## config.mk

```make
export PLATFORM = sky130hd
export DESIGN_NAME = pipeline_ctrl_flat
export DESIGN_NICKNAME = d
export VERILOG_FILES = /design/src/rtl/pipeline_ctrl_if.sv /design/src/rtl/pipeline_ctrl.sv /design/src/flat_wrapper.sv
export SDC_FILE = /design/constraint.sdc
export NUM_CORES = 1
export LEC_CHECK = 0
export CAP_MARGIN = 20
export CORE_ASPECT_RATIO = 2
export CORE_UTILIZATION = 31
export CTS_CLUSTER_DIAMETER = 100
export DETAILED_ROUTE_END_ITERATION = 8
export GPL_TIMING_DRIVEN = 1
export PLACE_DENSITY = 0.68
export SYNTH_ARGS = -nofsm -noshare
export SYNTH_HDL_FRONTEND = slang
export SYNTH_SLANG_ARGS = --single-unit
```

## constraint.sdc

```tcl
create_clock -name clk_i -period 2.5 [get_ports clk_i]
set_input_delay 0.5 -clock clk_i [delete_from_list [all_inputs] [get_ports clk_i]]
set_output_delay 0.5 -clock clk_i [all_outputs]
set_load 0.02 [all_outputs]
```

## src/rtl/pipeline_ctrl_if.sv

```systemverilog
// Hazard/memory handshake bundle between the pipeline datapath and pipeline_ctrl.
// master: datapath side (drives hazard and memory status, consumes controls).
// slave:  controller side.
interface pipeline_ctrl_if #(
  parameter int unsigned CNT_W = 16
);
  logic             ID_EX_MemRead_i;
  logic [4:0]       EX_RTaddr_i;
  logic [4:0]       ID_RSaddr_i;
  logic [4:0]       ID_RTaddr_i;
  logic             branch_taken_i;
  logic             dmem_req_i;
  logic             dmem_ack_i;
  logic             pc_write_o;
  logic             IF_ID_write_o;
  logic             IF_ID_flush_o;
  logic             ID_EX_bubble_o;
  logic             freeze_o;
  logic             err_o;
  logic [CNT_W-1:0] stall_cnt_o;
  logic [CNT_W-1:0] flush_cnt_o;

  modport master (
    output ID_EX_MemRead_i, EX_RTaddr_i, ID_RSaddr_i, ID_RTaddr_i,
    output branch_taken_i, dmem_req_i, dmem_ack_i,
    input  pc_write_o, IF_ID_write_o, IF_ID_flush_o, ID_EX_bubble_o,
    input  freeze_o, err_o, stall_cnt_o, flush_cnt_o
  );

  modport slave (
    input  ID_EX_MemRead_i, EX_RTaddr_i, ID_RSaddr_i, ID_RTaddr_i,
    input  branch_taken_i, dmem_req_i, dmem_ack_i,
    output pc_write_o, IF_ID_write_o, IF_ID_flush_o, ID_EX_bubble_o,
    output freeze_o, err_o, stall_cnt_o, flush_cnt_o
  );
endinterface

```

## src/rtl/pipeline_ctrl.sv

```systemverilog
// Sequencing controller for the 5-stage MIPS pipeline: load-use stalls, branch
// flushes, data-memory wait freezes and a sticky memory-timeout error.
// Optional feature macro: PIPE_CTRL_PERF_CNT_EN enables saturating stall/flush
// performance counters; when undefined the counter ports read 0.
// The interface instance must use the same CNT_W as this module.
module pipeline_ctrl #(
  parameter int unsigned MEM_TIMEOUT = 200,
  parameter int unsigned TIMEOUT_W   = 8,
  parameter int unsigned CNT_W       = 16
) (
  input  logic          clk_i,
  input  logic          rst_i,
  pipeline_ctrl_if.slave ctrl
);

  typedef enum logic [1:0] {StRun, StMemWait, StErr} state_e;

  localparam logic [TIMEOUT_W:0] TIMEOUT_LIM = (TIMEOUT_W + 1)'(MEM_TIMEOUT);

  state_e               r_state;
  logic [TIMEOUT_W-1:0] r_wait_cnt;
  logic                 r_err;

  logic                 w_waiting;
  logic                 w_in_err;
  logic                 w_freeze;
  logic                 w_lu;
  logic                 w_advance;
  logic                 w_bubble;
  logic                 w_flush;
  logic [TIMEOUT_W:0]   w_cnt_inc;
  logic [TIMEOUT_W-1:0] w_cnt_next;
  logic                 w_timeout;

  // Hazard decode and priority resolution: freeze > load-use > branch.
  always_comb begin
    w_waiting = ctrl.dmem_req_i && !ctrl.dmem_ack_i;
    w_in_err  = (r_state == StErr);
    w_freeze  = w_in_err || w_waiting;
    w_lu      = ctrl.ID_EX_MemRead_i && (ctrl.EX_RTaddr_i != 5'd0) &&
                ((ctrl.EX_RTaddr_i == ctrl.ID_RSaddr_i) ||
                 (ctrl.EX_RTaddr_i == ctrl.ID_RTaddr_i));
    w_advance = !w_freeze && !w_lu;
    w_bubble  = !w_freeze && w_lu;
    w_flush   = w_advance && ctrl.branch_taken_i;
  end

  // Wait-counter increment: saturates so it can never wrap, even with the
  // timeout disabled.
  always_comb begin
    w_cnt_inc  = {1'b0, r_wait_cnt} + (TIMEOUT_W + 1)'(1);
    w_cnt_next = w_cnt_inc[TIMEOUT_W] ? r_wait_cnt : w_cnt_inc[TIMEOUT_W-1:0];
    w_timeout  = (MEM_TIMEOUT != 32'd0) && w_waiting && (w_cnt_inc >= TIMEOUT_LIM);
  end

  // Memory-wait FSM with wait counter and sticky error flag.
  always_ff @(posedge clk_i) begin
    if (rst_i) begin
      r_state    <= StRun;
      r_wait_cnt <= '0;
      r_err      <= 1'b0;
    end else begin
      case (r_state)
        StRun, StMemWait: begin
          // An ack or a dropped request both end the wait in an unfrozen cycle.
          if (w_waiting) begin
            r_wait_cnt <= w_cnt_next;
            if (w_timeout) begin
              r_state <= StErr;
              r_err   <= 1'b1;
            end else begin
              r_state <= StMemWait;
            end
          end else begin
            r_wait_cnt <= '0;
            r_state    <= StRun;
          end
        end
        StErr: begin
          r_state    <= StErr;
          r_wait_cnt <= '0;
          r_err      <= 1'b1;
        end
        default: begin
          r_state    <= StRun;
          r_wait_cnt <= '0;
          r_err      <= 1'b0;
        end
      endcase
    end
  end

  assign ctrl.pc_write_o     = w_advance;
  assign ctrl.IF_ID_write_o  = w_advance;
  assign ctrl.IF_ID_flush_o  = w_flush;
  assign ctrl.ID_EX_bubble_o = w_bubble;
  assign ctrl.freeze_o       = w_freeze;
  assign ctrl.err_o          = r_err;

`ifdef PIPE_CTRL_PERF_CNT_EN
  logic [CNT_W-1:0] r_stall_cnt;
  logic [CNT_W-1:0] r_flush_cnt;
  logic             w_stall;

  assign w_stall = w_freeze || w_bubble;

  // Saturating performance counters.
  always_ff @(posedge clk_i) begin
    if (rst_i) begin
      r_stall_cnt <= '0;
      r_flush_cnt <= '0;
    end else begin
      if (w_stall && !(&r_stall_cnt)) r_stall_cnt <= r_stall_cnt + CNT_W'(1);
      if (w_flush && !(&r_flush_cnt)) r_flush_cnt <= r_flush_cnt + CNT_W'(1);
    end
  end

  assign ctrl.stall_cnt_o = r_stall_cnt;
  assign ctrl.flush_cnt_o = r_flush_cnt;
`else
  assign ctrl.stall_cnt_o = '0;
  assign ctrl.flush_cnt_o = '0;
`endif

endmodule

```

## src/flat_wrapper.sv

```systemverilog
// flat-port wrapper written by rule: the top's interface ports become plain ports
module pipeline_ctrl_flat 
#(
  parameter int unsigned MEM_TIMEOUT = 200,
  parameter int unsigned TIMEOUT_W   = 8,
  parameter int unsigned CNT_W       = 16
)
  (clk_i, rst_i, ctrl_ID_EX_MemRead_i, ctrl_EX_RTaddr_i, ctrl_ID_RSaddr_i, ctrl_ID_RTaddr_i, ctrl_branch_taken_i, ctrl_dmem_req_i, ctrl_dmem_ack_i, ctrl_pc_write_o, ctrl_IF_ID_write_o, ctrl_IF_ID_flush_o, ctrl_ID_EX_bubble_o, ctrl_freeze_o, ctrl_err_o, ctrl_stall_cnt_o, ctrl_flush_cnt_o);
  pipeline_ctrl_if #(.CNT_W(CNT_W)) ctrl_i ();
  input  logic clk_i;
  input  logic rst_i;
  input wire logic [$bits(ctrl_i.ID_EX_MemRead_i)-1:0] ctrl_ID_EX_MemRead_i;
  input wire logic [$bits(ctrl_i.EX_RTaddr_i)-1:0] ctrl_EX_RTaddr_i;
  input wire logic [$bits(ctrl_i.ID_RSaddr_i)-1:0] ctrl_ID_RSaddr_i;
  input wire logic [$bits(ctrl_i.ID_RTaddr_i)-1:0] ctrl_ID_RTaddr_i;
  input wire logic [$bits(ctrl_i.branch_taken_i)-1:0] ctrl_branch_taken_i;
  input wire logic [$bits(ctrl_i.dmem_req_i)-1:0] ctrl_dmem_req_i;
  input wire logic [$bits(ctrl_i.dmem_ack_i)-1:0] ctrl_dmem_ack_i;
  output wire logic [$bits(ctrl_i.pc_write_o)-1:0] ctrl_pc_write_o;
  output wire logic [$bits(ctrl_i.IF_ID_write_o)-1:0] ctrl_IF_ID_write_o;
  output wire logic [$bits(ctrl_i.IF_ID_flush_o)-1:0] ctrl_IF_ID_flush_o;
  output wire logic [$bits(ctrl_i.ID_EX_bubble_o)-1:0] ctrl_ID_EX_bubble_o;
  output wire logic [$bits(ctrl_i.freeze_o)-1:0] ctrl_freeze_o;
  output wire logic [$bits(ctrl_i.err_o)-1:0] ctrl_err_o;
  output wire logic [$bits(ctrl_i.stall_cnt_o)-1:0] ctrl_stall_cnt_o;
  output wire logic [$bits(ctrl_i.flush_cnt_o)-1:0] ctrl_flush_cnt_o;
  assign ctrl_i.ID_EX_MemRead_i = ctrl_ID_EX_MemRead_i;
  assign ctrl_i.EX_RTaddr_i = ctrl_EX_RTaddr_i;
  assign ctrl_i.ID_RSaddr_i = ctrl_ID_RSaddr_i;
  assign ctrl_i.ID_RTaddr_i = ctrl_ID_RTaddr_i;
  assign ctrl_i.branch_taken_i = ctrl_branch_taken_i;
  assign ctrl_i.dmem_req_i = ctrl_dmem_req_i;
  assign ctrl_i.dmem_ack_i = ctrl_dmem_ack_i;
  assign ctrl_pc_write_o = ctrl_i.pc_write_o;
  assign ctrl_IF_ID_write_o = ctrl_i.IF_ID_write_o;
  assign ctrl_IF_ID_flush_o = ctrl_i.IF_ID_flush_o;
  assign ctrl_ID_EX_bubble_o = ctrl_i.ID_EX_bubble_o;
  assign ctrl_freeze_o = ctrl_i.freeze_o;
  assign ctrl_err_o = ctrl_i.err_o;
  assign ctrl_stall_cnt_o = ctrl_i.stall_cnt_o;
  assign ctrl_flush_cnt_o = ctrl_i.flush_cnt_o;
  pipeline_ctrl #(.MEM_TIMEOUT(MEM_TIMEOUT), .TIMEOUT_W(TIMEOUT_W), .CNT_W(CNT_W)) u_core (.clk_i(clk_i), .rst_i(rst_i), .ctrl(ctrl_i));
endmodule
```

## After elaboration in Yosys (flattened, before gate mapping)

Index checks and enable logic that the tools add are counted.

- Memories: 0
- Word-level logic and storage cells: 36
- Bits in registers: 11
- RAM bits: 0
- Input bits: 21
- Memory bits (read-only): 0
- Bits in latches: 0

- Muxes and demuxes: 6
- $mul: 0
- Shift-type cells: 0
- Reductions and logical operators: 17
- $add $sub $neg: 1
- Divide/modulo/power cells: 0
- $lt $le $gt $ge: 1
- Bitwise operators: 2
- Eq/ne operators: 6

Operator list:

| operator | count |
|---|---|
| 5-bit equality test | 2 |
| 8-bit by 1-bit adder with 9-bit output (second input constant) | 1 |
| 9-bit by 8-bit greater-or-equal comparator with 1-bit output (second input constant) | 1 |
| 1-bit logical AND | 7 |
| 5-bit nonzero test | 1 |
| 2-bit 2-to-1 mux | 2 |
| 2-bit by 1-bit != test with 1-bit output (second input constant) | 2 |
| 2-bit one-hot mux with 2 select lines | 1 |
| 1-bit zero test | 3 |
| 3-bit OR reduction | 1 |
| 2-bit by 1-bit equality test with 1-bit output (second input constant) | 1 |
| 2-bit equality test (second input constant) | 1 |
| 2-bit zero test | 1 |
| 1-bit logical OR | 2 |
| 1-bit 2-to-1 mux | 2 |
| 1-bit NOT | 2 |
| 1-bit one-hot mux with 2 select lines | 1 |
| 2-bit AND reduction | 1 |
| 2-bit OR reduction | 1 |

## Longest topological paths before layout

- Depth after elaboration: 6
- Depth in mapped cells: 5

## Least setup slack after synthesis

OpenSTA, ideal clock, no wires.

- Path type: input to output
- Start point: input port ctrl_EX_RTaddr_i[0]
- End point: output port ctrl_pc_write_o
- Data arrival time: 1.819 ns
- Cell stages on the path: 4
- Path slack: 0.181 ns
- Buffers on the path: 1
- Data required time: 2.000 ns
- Path through: or4_1 o21a_1 a21oi_1 buf_4

- Word-level cells in the longest chain between the ends: 5
- Elaborated cells between the ends (all ways): 8
- Those cells by class: eq/ne: 2; reduce/logical: 6

Ends and longest elaborated chain:

| item | line | RTL |
|---|---|---|
| from (decl) | flat_wrapper.sv:13 | `input wire logic [$bits(ctrl_i.EX_RTaddr_i)-1:0] ctrl_EX_RTaddr_i;` |
| 5-bit equality test, or another cell as far along | pipeline_ctrl.sv:41 | `((ctrl.EX_RTaddr_i == ctrl.ID_RSaddr_i) \|\|` |
| 1-bit logical OR / 1-bit logical AND (equally long branches) | pipeline_ctrl.sv:41, pipeline_ctrl.sv:40 |  |
| 1-bit logical AND * | pipeline_ctrl.sv:40 | `w_lu = ctrl.ID_EX_MemRead_i && (ctrl.EX_RTaddr_i != 5'd0) &&` |
| 1-bit zero test * | pipeline_ctrl.sv:43 | `w_advance = !w_freeze && !w_lu;` |
| 1-bit logical AND * | pipeline_ctrl.sv:43 |  |
| to (decl) | flat_wrapper.sv:19 | `output wire logic [$bits(ctrl_i.pc_write_o)-1:0] ctrl_pc_write_o;` |

Every way passes the cells marked *; elsewhere a longest branch is shown, timed or not.

## Worst setup path after layout

- Start point: input port ctrl_EX_RTaddr_i[4]
- End point: output port ctrl_ID_EX_bubble_o

- Word-level cells in the longest chain between the ends: 4
- Elaborated cells between the ends (all ways): 7
- Those cells by class: eq/ne: 2; reduce/logical: 5

Ends and longest elaborated chain:

| item | line | RTL |
|---|---|---|
| 5-bit equality test, or another cell as far along | pipeline_ctrl.sv:41 |  |
| 1-bit logical OR / 1-bit logical AND (equally long branches) | pipeline_ctrl.sv:41, pipeline_ctrl.sv:40 |  |
| 1-bit logical AND * | pipeline_ctrl.sv:40 |  |
| 1-bit logical AND * | pipeline_ctrl.sv:44 | `w_bubble = !w_freeze && w_lu;` |
| to (decl) | flat_wrapper.sv:22 | `output wire logic [$bits(ctrl_i.ID_EX_bubble_o)-1:0] ctrl_ID_EX_bubble_o;` |

Marks and branches as above.

==> summary.txt <==
Run status
  – Outcome: finished, final reports clean

Logic synthesis
  – Mapped Area: 986 µm²
  – Synth area leader: buf_4
  – Area share of the largest cell type after synthesis: between 20% and 30%
  – Post-synthesis cell type count: 38
  – Number of synthesis warnings: 0
  – Syn_area_per_cell: 8.02 µm²
  – Area contributors post-synth: buf_4 25%, dfxtp_1 22%, xnor2_1 11%, nand3_1 3.6%, a21oi_1 3.0%
  – Yosys reg bits: 11
  – Sequential area share after synthesis: 22.3%
  – Synthesized instance count: 123

Global route
  – Pin count of the biggest net entering global routing: 9
  – Wire length of the first global-routing pass: between 3000 and 4000 µm
  – Initial antenna violation count: 0
  – Total gr overflow: 0
  – Total GRT Usage: 12.3%
  – Number of global-route vias before repair: about 800

Timing
  – Fmax: 0.413 GHz
  – Final setup margin: 0.0774 ns
  – Final hold vios: 0
  – Skew final: approximately 0.00048 ns
  – Fin crit share: a little over nine tenths
  – Tmin final: 2.42 ns
  – Max Slew Vio Count: 0
  – RSZ-0062 raised after global routing: false
  – Final setup vio count: 0

Floorplanning
  – DIE WIDTH: roughly 42 µm
  – Placeable Area: 2980 µm²
  – Die Area: 3420 µm²
  – Starting Density: approximately a third
  – Die Height: 81.8 µm
  – FP Rows: 28
  – I/O pins: 59

Clock tree
  – CTS sink count: 11
  – CTS max path bufs: 2
  – Setup Fix Bufs, Post-CTS: 0
  – Root Buffer: clkbuf_8
  – CTS tree: yes
  – Clk slew on worst S/H paths: about 0.050 ns
  – H-tree depth: 1
  – CTS Buf Count: 3
  – Skew-Pair Late Insertion Delay: ~0.24 ns

Pwr
  – Int Power: 345 µW
  – Flop pwr share: 36.5%
  – Max rail drop VDD: around 0.32 mV
  – Switching Fraction: 29.3%
  – Leakage: between 0.0005 and 0.0006 µW
  – Combinational fraction of design power: 27.4%
  – Total Power: 488 µW
  – Clock power frac: around 36%
  – Switching pwr: 143 µW
  – Power Density: around 400 nW/µm²

Worst setup path
  – Startpoint type of the worst setup path: input pin
  – Crit path arrival time: 1.92 ns
  – WS Path Type: input pin to output pin
  – Critical R2R Launch: u_core.r_wait_cnt[0]$_SDFFE_PP0N_
  – Beginning of the critical path: ctrl_EX_RTaddr_i[4]
  – Data required, critical path: 2.00 ns
  – CP endpoint kind: output pin
  – Max FO, Critical Path: 3

Cells and area
  – Layout cells sized above 1: 14.9%
  – Most frequent cells in the layout: 32 x conb_1, 19 x clkdlybuf4s50_1, 12 x xnor2_1
  – P&R area growth vs syn: 24.4%
  – ANT cells: 0
  – Fillers: 291
  – Commonest non-fill, non-tap cell in the layout: conb_1
  – Net count, final: 177

Min path
  – Hold Crit Class: flop to flop
  – Worst Min Path Start: u_core.r_state[0]$_SDFF_PP0_

Run
  – Max-Cap Viols: 0

Drt
  – Top layer in use: met4
  – Via count: 854
  – Via density: roughly 4.6
  – First DRT Iteration DRCs: 6
  – Met2 WL: approximately 1200 µm
  – Routed wire per std cell: 11.2 µm
  – Routed Antenna Nets: 0
  – DRT Wirelength: 2070 µm
  – Met3 wire length: 172 µm
  – DRT Pass-1 Iters: 4
  – Post-route DRC: 0
  – M1 WL: 677 µm

Placement
  – Worst slack at placement: -0.470 ns
  – Routability cong.: just under 0.8
  – Port Buffers: 26
  – Post-DP HPWL: roughly 1700 µm
stage by stage:
stage / setup TNS (ns) / util, % / area [µm²] / hold WS, ns / instances
2_1_floorplan: 0 / - / 1100 / 0.482 / 154
3_3_place_gp: -1.68 / 39.6 / 1180 / 0.498 / 180
3_5_place_dp: -1.75 / 39.6 / 1180 / 0.519 / 180
4_1_cts: -0.00644 / 40.6 / 1210 / 0.525 / 184
5_1_grt: 0 / 41.2 / 1230 / 0.559 / 184
6_report: 0 / 41.2 / 1230 / 0.519 / 184
cells in the mapped netlist:
master and n:
nand4_1 1, a211o_1 1, o22ai_2 1, o21ai_2 1
xor2_1 1, nand3_1 7, a31oi_1 2, nor3_2 1
nand2b_1 2, xnor2_1 12, or3_1 2, or4_1 1
nor2b_1 1, nor3b_1 1, and3_1 1, nor3_1 4
conb_1 1, ha_1 1, dfxtp_1 11, o22a_1 1
nor2_1 7, buf_4 33, o21a_1 3, o211ai_2 1
buf_6 1, and3b_1 1, o21ai_1 1, nor4_1 1
a211oi_1 1, mux2i_1 1, and3_2 1, and4_2 1
clkbuf_1 2, inv_1 2, a21oi_1 6, nand2_1 6
or4_4 1, o22ai_1 1
worst paths after layout:
kind | endpoint | slack, ns | depth (start not counted)
worst max register to register | u_core.r_wait_cnt[1]$_SDFFE_PP0N_ | 1.00 | 5
worst min register to register | u_core.ctrl.err_o$_SDFFE_PP0P_ | 0.52 | 2
worst max-delay path | ctrl_ID_EX_bubble_o | 0.08 | 5
worst min-delay path | u_core.ctrl.err_o$_SDFFE_PP0P_ | 0.52 | 2
registers in the layout, summed over array words and instances, names as in the netlist:
name               count
u_core.r_state         2
u_core.ctrl.err_o      1
u_core.r_wait_cnt      8
area by class of cell:
class | instances | area (µm²) | share of cell area (%)
tap | 30 | 37.5 | 3.06
clock buffer | 4 | 45.0 | 3.67
multi-input combinational | 105 | 622 | 50.7
inverter | 2 | 7.51 | 0.612
timing repair buffer | 32 | 294 | 24.0
sequential | 11 | 220 | 18.0
what timing repair did:
action	4_1_cts	5_1_grt
pin swaps	0	3
setup endpoints to repair	4	4
hold buffers	0	0
gates resized for setup	19	5
routing by layer:
metal | vias to the layer above | global-route usage [%]
met1 | 382 | 10.7
met2 | 49 | 24.1
met5 | - | 0
li1 | 416 | -
met4 | 0 | 8.39
met3 | 7 | 2.64
cells by family after synthesis:
kind of cell / count (synthesis) / share of synthesized area, %
simple gates: 39 / 22.0
other cells: 1 / 0.380
fa+ha+maj: 1 / 1.27
flops: 11 / 22.3
buf+inv: 38 / 27.8
mux: 1 / 1.02
xor+xnor: 13 / 11.5
compound gates: 19 / 13.7
power by group through the flow:
stage	sequential (µW)	combinational, µW	clock, µW
4_1_cts	178	131	183
6_report	178	134	176
5_1_grt	178	144	189
3_3_place_gp	182	132	0
2_1_floorplan	181	116	0
3_5_place_dp	182	133	0
worst max-delay path: stages:
cell and delay, ns:
clkdlybuf4s50_1 0.44, or4_4 0.43, o21a_1 0.23, and3b_1 0.17, buf_2 0.15
Power figures use the tool's default switching activity.
